## config.mk

```make
export PLATFORM = sky130hd
export DESIGN_NAME = taxi_fare_meter
export DESIGN_NICKNAME = d
export VERILOG_FILES = /design/src/rtl/taxi_fare_pkg.sv /design/src/rtl/taxi_fare_meter_bcd_add_sat.sv /design/src/rtl/taxi_fare_meter.sv
export SDC_FILE = /design/constraint.sdc
export NUM_CORES = 1
export LEC_CHECK = 0
export ABC_AREA = 1
export CORE_ASPECT_RATIO = 0.5
export CORE_MARGIN = 1
export CORE_UTILIZATION = 55
export CTS_CLUSTER_SIZE = 30
export DETAILED_ROUTE_END_ITERATION = 16
export PLACE_DENSITY = 0.95
export SLEW_MARGIN = 20
export SYNTH_ARGS = -nofsm -noshare
export SYNTH_HDL_FRONTEND = slang
export SYNTH_SLANG_ARGS = --single-unit
```

## constraint.sdc

```tcl
create_clock -name clk -period 19 [get_ports clk]
set_input_delay 1.9 -clock clk [delete_from_list [all_inputs] [get_ports clk]]
set_output_delay 1.9 -clock clk [all_outputs]
set_load 0.005 [all_outputs]
```

## src/rtl/taxi_fare_pkg.sv

```systemverilog
// Shared definitions for the taxi fare meter.
// Contents: trip state encoding and packed-BCD helper constants/functions.
package taxi_fare_pkg;

  typedef enum logic [1:0] {
    ST_IDLE = 2'b00,
    ST_RUN  = 2'b01,
    ST_WAIT = 2'b10,
    ST_HOLD = 2'b11
  } state_t;

  localparam int unsigned MAX_DIGITS = 16;

  // All-9s pattern; slice the low 4*N bits for an N-digit saturation value.
  localparam logic [4*MAX_DIGITS-1:0] BCD_NINES = {MAX_DIGITS{4'h9}};

  // Elaboration-time conversion of an integer to packed BCD.
  function automatic logic [4*MAX_DIGITS-1:0] int_to_bcd(input int unsigned v);
    logic [4*MAX_DIGITS-1:0] r;
    int unsigned t;
    r = '0;
    t = v;
    for (int unsigned i = 0; i < MAX_DIGITS; i++) begin
      r[4*i +: 4] = 4'(t % 10);
      t = t / 10;
    end
    return r;
  endfunction

endpackage

```

## src/rtl/taxi_fare_meter_bcd_add_sat.sv

```systemverilog
// N-digit packed-BCD adder (ripple per digit).
// Ports: i_a, i_b  - BCD operands (4*N bits)
//        o_sum     - BCD sum, low 4*N bits
//        o_cout    - carry out of the top digit (caller saturates on it)
module bcd_add_sat #(
  parameter int unsigned N = 4
) (
  input  logic [4*N-1:0] i_a,
  input  logic [4*N-1:0] i_b,
  output logic [4*N-1:0] o_sum,
  output logic           o_cout
);

  always_comb begin : add_digits
    logic       c;
    logic [4:0] s;
    c     = 1'b0;
    s     = '0;
    o_sum = '0;
    for (int unsigned i = 0; i < N; i++) begin
      s = {1'b0, i_a[4*i +: 4]} + {1'b0, i_b[4*i +: 4]} + {4'b0, c};
      if (s > 5'd9) begin
        s = s + 5'd6;
        c = 1'b1;
      end else begin
        c = 1'b0;
      end
      o_sum[4*i +: 4] = s[3:0];
    end
    o_cout = c;
  end

endmodule

```

## src/rtl/taxi_fare_meter.sv

```systemverilog
// Taxi fare meter: packed-BCD fare and distance accumulator with base distance,
// per-trip day/night rate latch, waiting-time charging and saturation flags.
// Ports: clk, rst (sync, active-high); trip_start/trip_end/trip_clear pulses;
//        wait_en level; night_sel (sampled at trip start); ten_meter_pulse
//        (async, rising edge = 10 m); s_fare, dist_rate_day/night,
//        wait_fare_per_unit BCD inputs; fare_bcd, dist_bcd, state,
//        fare_full, dist_full registered outputs.
module taxi_fare_meter
  import taxi_fare_pkg::*;
#(
  parameter int unsigned FARE_DIGITS = 4,
  parameter int unsigned DIST_DIGITS = 4,
  parameter int unsigned MIN_COUNT   = 10,
  parameter int unsigned WAIT_COUNT  = 5,
  parameter int unsigned BASE_DIST   = 300
) (
  input  logic                     clk,
  input  logic                     rst,
  input  logic                     trip_start,
  input  logic                     trip_end,
  input  logic                     trip_clear,
  input  logic                     wait_en,
  input  logic                     night_sel,
  input  logic                     ten_meter_pulse,
  input  logic [4*FARE_DIGITS-1:0] s_fare,
  input  logic [4*FARE_DIGITS-1:0] dist_rate_day,
  input  logic [4*FARE_DIGITS-1:0] dist_rate_night,
  input  logic [4*FARE_DIGITS-1:0] wait_fare_per_unit,
  output logic [4*FARE_DIGITS-1:0] fare_bcd,
  output logic [4*DIST_DIGITS-1:0] dist_bcd,
  output logic [1:0]               state,
  output logic                     fare_full,
  output logic                     dist_full
);

  localparam int unsigned FW = 4 * FARE_DIGITS;
  localparam int unsigned DW = 4 * DIST_DIGITS;
  localparam int unsigned PW = (MIN_COUNT  > 1) ? $clog2(MIN_COUNT)  : 1;
  localparam int unsigned MW = (WAIT_COUNT > 1) ? $clog2(WAIT_COUNT) : 1;

  localparam logic [FW-1:0] FARE_NINES = BCD_NINES[FW-1:0];
  localparam logic [DW-1:0] DIST_NINES = BCD_NINES[DW-1:0];
  localparam logic [4*MAX_DIGITS-1:0] BASE_BCD_FULL = int_to_bcd(BASE_DIST);
  // Packed BCD orders the same as its decimal value, so a plain compare works.
  localparam logic [DW-1:0] BASE_BCD  = BASE_BCD_FULL[DW-1:0];
  localparam logic [PW-1:0] PRE_LAST  = PW'(MIN_COUNT - 1);
  localparam logic [MW-1:0] MIN_LAST  = MW'(WAIT_COUNT - 1);

  state_t        r_state;
  logic [FW-1:0] r_fare;
  logic [DW-1:0] r_dist;
  logic [FW-1:0] r_rate;
  logic          r_fare_full;
  logic          r_dist_full;
  logic [PW-1:0] r_pre;
  logic [MW-1:0] r_min;
  logic          r_p_s1, r_p_s2, r_p_d;

  logic          w_edge;
  logic [FW-1:0] w_fare_addend;
  logic [FW-1:0] w_fare_sum;
  logic          w_fare_cout;
  logic [DW-1:0] w_dist_one;
  logic [DW-1:0] w_dist_sum;
  logic          w_dist_cout;

  assign w_edge        = r_p_s2 & ~r_p_d;
  assign w_fare_addend = (r_state == ST_WAIT) ? wait_fare_per_unit : r_rate;
  assign w_dist_one    = DW'(1);

  // One fare adder shared by distance and waiting charges (mutually exclusive states).
  bcd_add_sat #(.N(FARE_DIGITS)) u_fare_add (
    .i_a    (r_fare),
    .i_b    (w_fare_addend),
    .o_sum  (w_fare_sum),
    .o_cout (w_fare_cout)
  );

  bcd_add_sat #(.N(DIST_DIGITS)) u_dist_add (
    .i_a    (r_dist),
    .i_b    (w_dist_one),
    .o_sum  (w_dist_sum),
    .o_cout (w_dist_cout)
  );

  always_ff @(posedge clk) begin
    if (rst) begin
      r_state     <= ST_IDLE;
      r_fare      <= '0;
      r_dist      <= '0;
      r_rate      <= '0;
      r_fare_full <= 1'b0;
      r_dist_full <= 1'b0;
      r_pre       <= '0;
      r_min       <= '0;
      r_p_s1      <= 1'b0;
      r_p_s2      <= 1'b0;
      r_p_d       <= 1'b0;
    end else begin
      r_p_s1 <= ten_meter_pulse;
      r_p_s2 <= r_p_s1;
      r_p_d  <= r_p_s2;
      // Wait counters only survive while counting in WAIT; every other path clears them.
      r_pre  <= '0;
      r_min  <= '0;

      if (trip_clear) begin
        r_state     <= ST_IDLE;
        r_fare      <= '0;
        r_dist      <= '0;
        r_fare_full <= 1'b0;
        r_dist_full <= 1'b0;
      end else if (trip_end && (r_state == ST_RUN || r_state == ST_WAIT)) begin
        r_state <= ST_HOLD;
      end else if (trip_start && (r_state == ST_IDLE || r_state == ST_HOLD)) begin
        r_state     <= ST_RUN;
        r_fare      <= s_fare;
        r_dist      <= '0;
        r_fare_full <= 1'b0;
        r_dist_full <= 1'b0;
        r_rate      <= night_sel ? dist_rate_night : dist_rate_day;
      end else if (r_state == ST_RUN) begin
        if (wait_en) begin
          r_state <= ST_WAIT;
        end else if (w_edge) begin
          if (w_dist_cout) begin
            r_dist      <= DIST_NINES;
            r_dist_full <= 1'b1;
          end else begin
            r_dist <= w_dist_sum;
          end
          if (!r_dist_full && !r_fare_full && (r_dist >= BASE_BCD)) begin
            if (w_fare_cout) begin
              r_fare      <= FARE_NINES;
              r_fare_full <= 1'b1;
            end else begin
              r_fare <= w_fare_sum;
            end
          end
        end
      end else if (r_state == ST_WAIT) begin
        if (!wait_en) begin
          r_state <= ST_RUN;
        end else if (r_pre == PRE_LAST) begin
          if (r_min == MIN_LAST) begin
            if (!r_fare_full) begin
              if (w_fare_cout) begin
                r_fare      <= FARE_NINES;
                r_fare_full <= 1'b1;
              end else begin
                r_fare <= w_fare_sum;
              end
            end
          end else begin
            r_min <= r_min + MW'(1);
          end
        end else begin
          r_pre <= r_pre + PW'(1);
          r_min <= r_min;
        end
      end
    end
  end

  assign fare_bcd  = r_fare;
  assign dist_bcd  = r_dist;
  assign state     = r_state;
  assign fare_full = r_fare_full;
  assign dist_full = r_dist_full;

endmodule
```

==> impl_metrics.ini <==
[status]
outcome = complete, no violations

[timing]
fin_hold_ws_ns = 0.3940
hold_viol_final = 0
relSlewSlack_pct = 39.49
worst_pin_slew_ns = 0.9048
skew_ns = 0.005292
rsz0062_at_grt = false
timing.fmax_mhz = 122.9
slew_violations = 0
layout_setup_ws_ns = 10.86
finalCriticalPeriod_ns = 8.139
fin_crit_sh_pct = 42.84
setup_viol = 0
tns_ns = 0

[clock_network]
postCtsHoldBufs = 0
cts_buffer_depth = 2
cts_root_buf = clkbuf_16
cts_resized = 0
cts_htree_levels = 3
cts_buffers = 9
cts_setup_buffers = 0
clk_pin_slew_ns = 0.05
clock-sinks = 62
cts_tree = done
clock_latency_ns = 0.34

[placement]
pre_cts_ws_ns = 10.84
place.gp.congestion = 0.9224
dp_cells = 919
dpl_cell_area_mm2 = 0.005733
dp_hpwl_um = 8673
io_buffers = 107

[critical_path]
cp-end-kind = flop
critPathMaxStageDelay_ns = 0.57
path_max_fanout = 7
critPathRequiredTime_ns = 19.20
start_kind = input pin
crit_top_cell = nand2_1
crit_type = in2reg
critical_path.startpoint = wait_fare_per_unit[0]
worst_path_max_delay_cell = fa_1
reg2reg_slack_ns = 11.62
r2r_start = state[0]
critPathArrivalTime_ns = 8.34

[logic_synthesis]
ys_seq_elements = 62
synth_cells = 717
yosys.area.top_type = dfxtp_1
synth_area_per_cell_um2 = 6.457
synth.top_cell.area_share_pct = 26.81
synthTopCellsByArea = dfxtp_1 (27%), nand2_1 (16%), ha_1 (9.7%)
synth_area_mm2 = 0.004629
yosysSeqAreaShare_pct = 26.81
yosys.cell_types.count = 36
yosysWarnings = 0
synth_nets = 832

[pwr]
p_int_mw = 0.3142
ir_drop_mv = 0.05900
seqPwrFrac_pct = 30.9
combPwrFrac_pct = 31.1
pwr-share-clk_pct = 38.0
switchingPower_mw = 0.1532
powerDensity_mw_per_mm2 = 77.26
leakage_nw = 2.790
switching_share_pct = 32.77

[finish]
layout_commonest_cell = nand2_1
instances_no_fill = 935
antenna_cells = 0
nets = 933
area_growth_syn_to_layout_pct = 30.68
layout_common_cells = nand2_1 (202), clkdlybuf4s50_1 (107), inv_1 (97), nor2_1 (68), a21oi_1 (64)
final_area_mm2 = 0.006050
final_layout_size_suffix_gt1_share_pct = 6.683

[route]
wl_um = 12400
drtIter0Drc = 519
vias_per_cell = 5.411
drc = 0
antenna_left = 0
first_pass_iters = 6
wire_per_inst_um = 13.26
vias = 5059

[global_route]
grtUsageTotal_pct = 28.76
grt_pass1_vias = 4579
grt_max_degree = 33
antenna_found_initial = 0
gr-total-overflow = 0
grt_pass1_wl_um = 19940

[floorplan]
boundaryPins = 108
core.rowCount = 23
die_area_mm2 = 0.008810
start_util_pct = 57.25
dieHeight_um = 66.88
core_area_mm2 = 0.008087
die_x_um = 131.7

[hold_path]
hold_path_class = reg2reg
hold_start = r_p_s1

[job]
max_cap_viol_count = 0
[through the flow]
step | utilization [%] | power (mW)
after global routing | 74.81 | 0.4911
final | 74.81 | 0.4674
after global placement | 70.90 | 0.2791
after detailed placement | 70.90 | 0.2843
after floorplan | - | 0.2414
after CTS | 74.81 | 0.4639
[logic make-up (layout without fill, tap and decap cells)]
| logic type | count (synthesis) | count (layout) | synth area share (%) |
|---|---|---|---|
| AND/OR/NAND/NOR | 373 | 373 | 35.76 |
| XOR/XNOR | 4 | 4 | 0.7569 |
| buffers and inverters | 121 | 227 | 10.97 |
| adder cells (fa/ha/maj) | 43 | 43 | 12.76 |
| flip-flops | 62 | 62 | 26.81 |
| AO/OA/AOI/OAI | 114 | 114 | 12.95 |
[cell type report]
class,count,area (um^2)
flip-flops and latches,62,1241
repair buffers,109,1086
clock buffers,12,246.5
fillers,600,2037
well taps,112,140.1
inverters,102,385.4
clock inverters,4,70.07
multi-input cells,534,2880
[flip-flops by register name, summed over array words and instances (netlist names), 2 cells and up]
register,count
dist_bcd,16
fare_bcd,16
r_min,3
r_pre,4
r_rate,16
state,2
[Yosys cell counts, drive strengths merged]
master and count:
buf 7, nand2 207, inv 102, dfxtp 62, ha 36, a21oi 66
xor2 2, bufbuf 1, o21ai 47, clkbuf 11, nor3 1, nand4 14
nand3b 2, and2 4, nand3 57, nor4 1, fa 7, or2 13
nor2 74, xnor2 2, o21bai 1
[power groups by stage]
stage	clock network [mW]	registers [mW]	logic, mW
floorplan	0	0.145	0.0961
global placement	0	0.147	0.133
detailed placement	0	0.147	0.138
CTS	0.178	0.144	0.142
global route	0.185	0.145	0.160
finish	0.178	0.145	0.145
[worst max-delay path, delay by kind of cell]
| kind | cells | cell delay [ns] |
|---|---|---|
| xor+xnor | 1 | 0.26 |
| compound gates | 3 | 0.62 |
| fa+ha+maj | 8 | 2.90 |
| buf+inv | 4 | 0.63 |
| simple gates | 15 | 2.02 |
[final timing paths]
path | end | cells past startpoint
min | r_p_s2 | 2
max | fare_bcd[7] | 31
min reg2reg | r_p_s2 | 2
max reg2reg | fare_bcd[7] | 34
[metal layers]
layer / vias up / track usage [%] / wire [um]
met5: - / 0 / 0
met4: 0 / 13.66 / 427
met3: 58 / 7.230 / 972
met2: 254 / 52.58 / 5989
met1: 2259 / 32.15 / 5008
li1: 2488 / - / -
No activity file was read; power rests on OpenSTA's default activity.
